**config.mk**
```make
export PLATFORM = sky130hd
export DESIGN_NAME = score_text_renderer_flat
export DESIGN_NICKNAME = d
export VERILOG_FILES = /design/src/rtl/score_text_renderer_if.sv /design/src/rtl/score_text_renderer.sv /design/src/flat_wrapper.sv
export SDC_FILE = /design/constraint.sdc
export NUM_CORES = 1
export LEC_CHECK = 0
export CAP_MARGIN = 20
export CORE_MARGIN = 3
export CORE_UTILIZATION = 35
export CTS_CLUSTER_SIZE = 12
export DETAILED_ROUTE_END_ITERATION = 7
export GPL_ROUTABILITY_DRIVEN = 0
export GPL_TIMING_DRIVEN = 0
export PLACE_DENSITY = 0.57
export SLEW_MARGIN = 20
export SYNTH_ARGS = -nofsm -noshare
export SYNTH_HDL_FRONTEND = slang
export SYNTH_SLANG_ARGS = --single-unit
export TNS_END_PERCENT = 100
```
**constraint.sdc**
```tcl
create_clock -name clk -period 2.3 [get_ports clk]
set_input_delay 0.345 -clock clk [delete_from_list [all_inputs] [get_ports clk]]
set_output_delay 0.345 -clock clk [all_outputs]
set_load 0.005 [all_outputs]
```
**src/rtl/score_text_renderer_if.sv**
```systemverilog
// Pixel/control bundle between the video timing path and the score text renderer.
// master = the driving side (timing generator / game logic), slave = the renderer.
interface score_text_renderer_if #(
  parameter int NCHARS = 4
);
  localparam int IDXW = (NCHARS > 1) ? $clog2(NCHARS) : 1;

  logic [9:0]      x;
  logic [9:0]      y;
  logic [9:0]      x0;
  logic [9:0]      y0;
  logic            en;
  logic            wr_en;
  logic [IDXW-1:0] wr_idx;
  logic [3:0]      wr_code;
  logic            lz_blank;
  logic            blink_en;
  logic            frame_tick;
  logic            disp;

  modport master (
    output x, y, x0, y0, en, wr_en, wr_idx, wr_code, lz_blank, blink_en, frame_tick,
    input  disp
  );

  modport slave (
    input  x, y, x0, y0, en, wr_en, wr_idx, wr_code, lz_blank, blink_en, frame_tick,
    output disp
  );
endinterface

```
**src/rtl/score_text_renderer.sv**
```systemverilog
// Score field renderer: NCHARS digits in a 4x5-cell block font, scalable cells,
// leading-zero blanking and frame-synchronous blinking. Two-stage pixel pipeline.
module score_text_renderer #(
  parameter int NCHARS       = 4,
  parameter int CELL_LOG2    = 3,
  parameter int BLINK_FRAMES = 30
) (
  input  logic                  clk,
  input  logic                  rst,
  score_text_renderer_if.slave  bus
);
  localparam int IDXW    = (NCHARS > 1) ? $clog2(NCHARS) : 1;
  localparam int NBUF    = 1 << IDXW;
  localparam int CELL    = 1 << CELL_LOG2;
  localparam int FIELD_W = NCHARS * 5 * CELL;
  localparam int FIELD_H = 5 * CELL;
  localparam int CNTW    = (BLINK_FRAMES > 1) ? $clog2(BLINK_FRAMES) : 1;

  // Glyph row lookup; one nibble per row, MSB is the leftmost column.
  function automatic logic [3:0] font_row(input logic [3:0] code, input logic [2:0] row);
    logic [19:0] g;
    case (code)
      4'd0:    g = 20'hF999F;
      4'd1:    g = 20'h11111;
      4'd2:    g = 20'hF1F8F;
      4'd3:    g = 20'hF1F1F;
      4'd4:    g = 20'h99F11;
      4'd5:    g = 20'hF8F1F;
      4'd6:    g = 20'hF8F9F;
      4'd7:    g = 20'hF1111;
      4'd8:    g = 20'hF9F9F;
      4'd9:    g = 20'hF9F1F;
      default: g = 20'h00000;
    endcase
    case (row)
      3'd0:    font_row = g[19:16];
      3'd1:    font_row = g[15:12];
      3'd2:    font_row = g[11:8];
      3'd3:    font_row = g[7:4];
      3'd4:    font_row = g[3:0];
      default: font_row = 4'h0;
    endcase
  endfunction

  logic [10:0]     dx_s, dy_s, ccol_s;
  logic            inside_s;
  logic [IDXW-1:0] char_s;
  logic [2:0]      col_s, row_s;

  logic            valid_r;
  logic [IDXW-1:0] char_r;
  logic [2:0]      col_r, row_r;

  logic [3:0]      buf_r [NBUF];
  logic [CNTW-1:0] count_r;
  logic            phase_r;
  logic            disp_r;

  logic [3:0]      code_s, glyph_s;
  logic            pix_s, run_s, disp_next_s;
  logic [NBUF-1:0] lz_sup_s;

  // Field geometry: 11-bit offsets so the comparisons never wrap.
  always_comb begin
    dx_s     = {1'b0, bus.x} - {1'b0, bus.x0};
    dy_s     = {1'b0, bus.y} - {1'b0, bus.y0};
    inside_s = (bus.x >= bus.x0) && (dx_s < 11'(FIELD_W)) &&
               (bus.y >= bus.y0) && (dy_s < 11'(FIELD_H));
    ccol_s   = dx_s >> CELL_LOG2;
    char_s   = IDXW'(ccol_s / 11'd5);
    col_s    = 3'(ccol_s % 11'd5);
    row_s    = 3'(dy_s >> CELL_LOG2);
  end

  // Stage 1: register hit and cell coordinates.
  always_ff @(posedge clk or posedge rst) begin
    if (rst) begin
      valid_r <= 1'b0;
      char_r  <= '0;
      col_r   <= 3'd0;
      row_r   <= 3'd0;
    end else begin
      valid_r <= inside_s && bus.en;
      char_r  <= char_s;
      col_r   <= col_s;
      row_r   <= row_s;
    end
  end

  // Digit buffer; out-of-range indices are dropped.
  always_ff @(posedge clk or posedge rst) begin
    if (rst) begin
      for (int i = 0; i < NBUF; i++) buf_r[i] <= 4'hF;
    end else if (bus.wr_en && (32'(bus.wr_idx) < NCHARS)) begin
      buf_r[bus.wr_idx] <= bus.wr_code;
    end else begin
      for (int i = 0; i < NBUF; i++) buf_r[i] <= buf_r[i];
    end
  end

  // Blink timer: counts frame ticks, toggles phase every BLINK_FRAMES.
  always_ff @(posedge clk or posedge rst) begin
    if (rst) begin
      count_r <= '0;
      phase_r <= 1'b0;
    end else if (!bus.blink_en) begin
      count_r <= '0;
      phase_r <= 1'b0;
    end else if (bus.frame_tick) begin
      if (count_r == CNTW'(BLINK_FRAMES - 1)) begin
        count_r <= '0;
        phase_r <= ~phase_r;
      end else begin
        count_r <= count_r + 1'b1;
        phase_r <= phase_r;
      end
    end else begin
      count_r <= count_r;
      phase_r <= phase_r;
    end
  end

  // Leading-zero suppression mask from the live buffer; last digit always shown.
  always_comb begin
    run_s    = 1'b1;
    lz_sup_s = '0;
    for (int i = 0; i < NCHARS; i++) begin
      run_s       = run_s && ((buf_r[i] == 4'd0) || (buf_r[i] >= 4'd10));
      lz_sup_s[i] = bus.lz_blank && run_s && (i != NCHARS - 1);
    end
  end

  // Stage 2 decision: glyph bit, gap column, suppression and blink.
  always_comb begin
    code_s  = buf_r[char_r];
    glyph_s = font_row(code_s, row_r);
    if (col_r < 3'd4) begin
      pix_s = glyph_s[2'd3 - col_r[1:0]];
    end else begin
      pix_s = 1'b0;
    end
    disp_next_s = valid_r && pix_s && !lz_sup_s[char_r] && !(bus.blink_en && phase_r);
  end

  // Stage 2: registered pixel output.
  always_ff @(posedge clk or posedge rst) begin
    if (rst) begin
      disp_r <= 1'b0;
    end else begin
      disp_r <= disp_next_s;
    end
  end

  assign bus.disp = disp_r;
endmodule

```
**src/flat_wrapper.sv**
```systemverilog
// flat-port wrapper written by rule: the top's interface ports become plain ports
module score_text_renderer_flat 
#(
  parameter int NCHARS       = 4,
  parameter int CELL_LOG2    = 3,
  parameter int BLINK_FRAMES = 30
)
  (clk, rst, bus_x, bus_y, bus_x0, bus_y0, bus_en, bus_wr_en, bus_wr_idx, bus_wr_code, bus_lz_blank, bus_blink_en, bus_frame_tick, bus_disp);
  score_text_renderer_if #(.NCHARS(NCHARS)) bus_i ();
  input  logic clk;
  input  logic rst;
  input wire logic [$bits(bus_i.x)-1:0] bus_x;
  input wire logic [$bits(bus_i.y)-1:0] bus_y;
  input wire logic [$bits(bus_i.x0)-1:0] bus_x0;
  input wire logic [$bits(bus_i.y0)-1:0] bus_y0;
  input wire logic [$bits(bus_i.en)-1:0] bus_en;
  input wire logic [$bits(bus_i.wr_en)-1:0] bus_wr_en;
  input wire logic [$bits(bus_i.wr_idx)-1:0] bus_wr_idx;
  input wire logic [$bits(bus_i.wr_code)-1:0] bus_wr_code;
  input wire logic [$bits(bus_i.lz_blank)-1:0] bus_lz_blank;
  input wire logic [$bits(bus_i.blink_en)-1:0] bus_blink_en;
  input wire logic [$bits(bus_i.frame_tick)-1:0] bus_frame_tick;
  output wire logic [$bits(bus_i.disp)-1:0] bus_disp;
  assign bus_i.x = bus_x;
  assign bus_i.y = bus_y;
  assign bus_i.x0 = bus_x0;
  assign bus_i.y0 = bus_y0;
  assign bus_i.en = bus_en;
  assign bus_i.wr_en = bus_wr_en;
  assign bus_i.wr_idx = bus_wr_idx;
  assign bus_i.wr_code = bus_wr_code;
  assign bus_i.lz_blank = bus_lz_blank;
  assign bus_i.blink_en = bus_blink_en;
  assign bus_i.frame_tick = bus_frame_tick;
  assign bus_disp = bus_i.disp;
  score_text_renderer #(.NCHARS(NCHARS), .CELL_LOG2(CELL_LOG2), .BLINK_FRAMES(BLINK_FRAMES)) u_core (.clk(clk), .rst(rst), .bus(bus_i));
endmodule
```
==> flow_summary.ini, run 1 <==
[outcome]
status = finished, violations left
violations = negative setup slack

[timing]
final.setup.worst_slack_ns = -2.29
max_clock_freq_mhz = 218
hold_viol_final = 0
maxSlewHeadroom_pct = 38.2
rsz0062_at_grt = true
tns_ns = -10.44
final-setup-viol-count = 7
clock_skew_ns = 0.00456
slew_violations = 0
fin_crit_sh_pct = 200
final.min_clock_period_ns = 4.59
tightest_slew_ns = 0.918

[clock_tree]
cts.sinks = 32
cts.path.max_buffers = 2
root_buffer = clkbuf_8
worst_skew_pair.late_latency_ns = 0.28
cts_tree = done
hold_buffers = 0
htreeDepth = 2
numCtsBuffers = 5
path_clk_slew_ns = 0.06

[detailed_routing]
m1WireLength_um = 4050
vias = 3660
top_layer_used = met4
wl_um = 9650
firstDrtPassIters = 4
drt_iter0_markers = 170
dr_wl_met2_um = 5090
drc = 0
viasPerCell = 5.55
wl_per_cell_um = 14.6
ant_nets = 0
wl_met3_um = 327

[floorplan]
die_h_um = 106
die-area_um2 = 11300
core_um2 = 9500
die_w_um = 106
ios = 54
core.rowCount = 35
initial_utilization_pct = 37.0

[synthesis]
synth-async-reset-ratio_pct = 100
syn_nets = 496
synth-seq-area-share_pct = 23.3
synth_edf_count = 0
synthTopCellsByArea = dfstp_2, dfrtp_1, ha_1
syn_area_um2 = 3520
post_synth.cell_area_avg_um2 = 8.52
synth_top_area_share_pct = 11.9
syn_inst = 413
ys.flop_type = dfstp_2
yosysTopAreaCell = dfstp_2
synth_cell_types = 70
synth-seq-cells = 32
synth_warnings = 0

[placed_design]
placed_cell_area_um2 = 4410
io_buffers = 52
post-dp-hpwl_um = 6790
post-place-ws_ns = -3.46

[pwr]
p_per_area_nw_per_um2 = 868
p_leak_uw = 0.00221
ir_drop_uv = 371
power_uw = 4730

[setup_path]
critPathCaptureType = flop
start_kind = input port
required_ns = 2.46
crit_type = in2reg
crit_arrival_ns = 4.76
worstPathMaxFanout = 10

[final_layout]
mostFrequentLayoutCells = buf_4, clkdlybuf4s50_1, nand2_1
finalNetCount = 613
layout_commonest_cell = buf_4
drive_above_1_share_pct = 44.4
postLayoutCellArea_um2 = 5450
fill_cells = 841
area_growth_pct = 55.0
diodes = 0

[global_route]
grt_max_degree = 33
first_global_vias = 3567
grt_antenna_before_repair = 0
overflow = 0
grt_pass1_wl_um = 16000
grtUsageTotal_pct = 16.7

[flow_run]
cap_viol_max_count = 0

[min_path]
hold_class = in2async
[state kept, by name, indices dropped and copies added, names as in the netlist]
register and cells:
u_core.row_r 3, u_core.bus.disp 1, u_core.phase_r 1, u_core.count_r 5, u_core.col_r 3, u_core.valid_r 1, u_core.buf_r 16, u_core.char_r 2
[path summary, 6_finish.rpt]
check	startpoint	end	slack, ns	depth (start not counted)
worst min-delay path	rst	u_core.count_r[4]	0.47	2
max in group asynchronous	rst	u_core.count_r[1]	1.40	2
min in group clk	u_core.col_r[2]	u_core.bus.disp	0.54	3
worst max register to register	u_core.char_r[0]	u_core.bus.disp	-0.03	12
worst min register to register	u_core.col_r[2]	u_core.bus.disp	0.54	3
worst max-delay path	bus_x[9]	u_core.col_r[1]	-2.29	19
[critical path, cell delays in order]
cell and delay (ns):
dlygate4sd2_1 0.26, ha_4 0.26, clkbuf_1 0.20, a21o_2 0.34, a2111oi_0 0.55, a41oi_1 0.19
a32oi_4 0.35, or2_2 0.20, a21oi_4 0.07, a211o_4 0.35, a41oi_2 0.22, nand3_2 0.13
nor2_4 0.19, xnor2_4 0.15, ha_4 0.16, nor2_4 0.04, maj3_2 0.32, o21ba_4 0.23
mux2i_4 0.19
[per-layer routing]
layer / global-route usage [%] / vias up
met5: 0 / -
met4: 4.72 / 0
met1: 20.2 / 1781
met2: 31.3 / 75
met3: 1.58 / 16
li1: - / 1788
[where the power goes]
| part | internal [uW] | switching, uW |
|---|---|---|
| Combinational | 1670 | 1670 |
| Sequential | 722 | 95.3 |
| Clock | 382 | 199 |
[per-stage QoR]
step	std cells	hold WS (ns)	util (%)
detailed placement	594	0.530	46.4
floorplan	413	0.449	-
global route	660	0.535	57.4
global placement	594	0.528	46.4
finish	660	0.468	57.4
CTS	651	0.496	54.3
[area by class of cell]
| type | instances | area (um2) | share of cell area, % |
|---|---|---|---|
| Buffer | 9 | 77.6 | 1.42 |
| Clock buffer | 7 | 96.3 | 1.77 |
| Clock inverter | 1 | 30.0 | 0.551 |
| Inverter | 37 | 161 | 2.96 |
| Multi-Input combinational cell | 331 | 3110 | 57.1 |
| Sequential cell | 32 | 821 | 15.1 |
| Tap cell | 129 | 161 | 2.96 |
| Timing Repair Buffer | 114 | 991 | 18.2 |
[Yosys cell counts, drive strengths merged (5+ instances only)]
master	n
a211oi	7
a21o	5
a21oi	13
a31oi	10
a41oi	5
clkbuf	10
dfrtp	16
dfstp	16
ha	30
inv	37
mux2	18
mux2i	5
nand2	26
nand2b	8
nand3	17
nand4	6
nor2	25
nor2b	8
nor3	11
o211ai	9
o21ai	29
xnor2	12
xor2	7
[kinds of logic (layout without fill, tap and decap cells)]
kind of cell	Yosys count	count (layout)	share of synthesized area (%)
buffers and inverters	50	168	5.58
muxes	27	27	9.74
DFF	32	32	23.3
xor gates and xnor gates	19	19	4.73
adders and majority gates	31	31	11.0
and+or+nand+nor	135	135	21.4
AOI/OAI and AO/OA	119	119	24.2
[repair_timing]
action                                  CTS  global route
endpoints found under the setup margin    7             7
setup buffers                            51            11
pin swaps                                64            47
gates resized for setup                 141            57
Note: power is estimated with default switching activity, not from simulation.
==> inputs of run 2 (changes only) <==
--- a/config.mk
+++ b/config.mk
@@ -12,6 +12,7 @@
 export DETAILED_ROUTE_END_ITERATION = 7
 export GPL_ROUTABILITY_DRIVEN = 0
 export GPL_TIMING_DRIVEN = 0
+export HOLD_SLACK_MARGIN = 0.08
 export PLACE_DENSITY = 0.57
 export SLEW_MARGIN = 20
 export SYNTH_ARGS = -nofsm -noshare
==> results of run 2 <==
No change in the layout: final DEF, timing and power equal those of run 1.
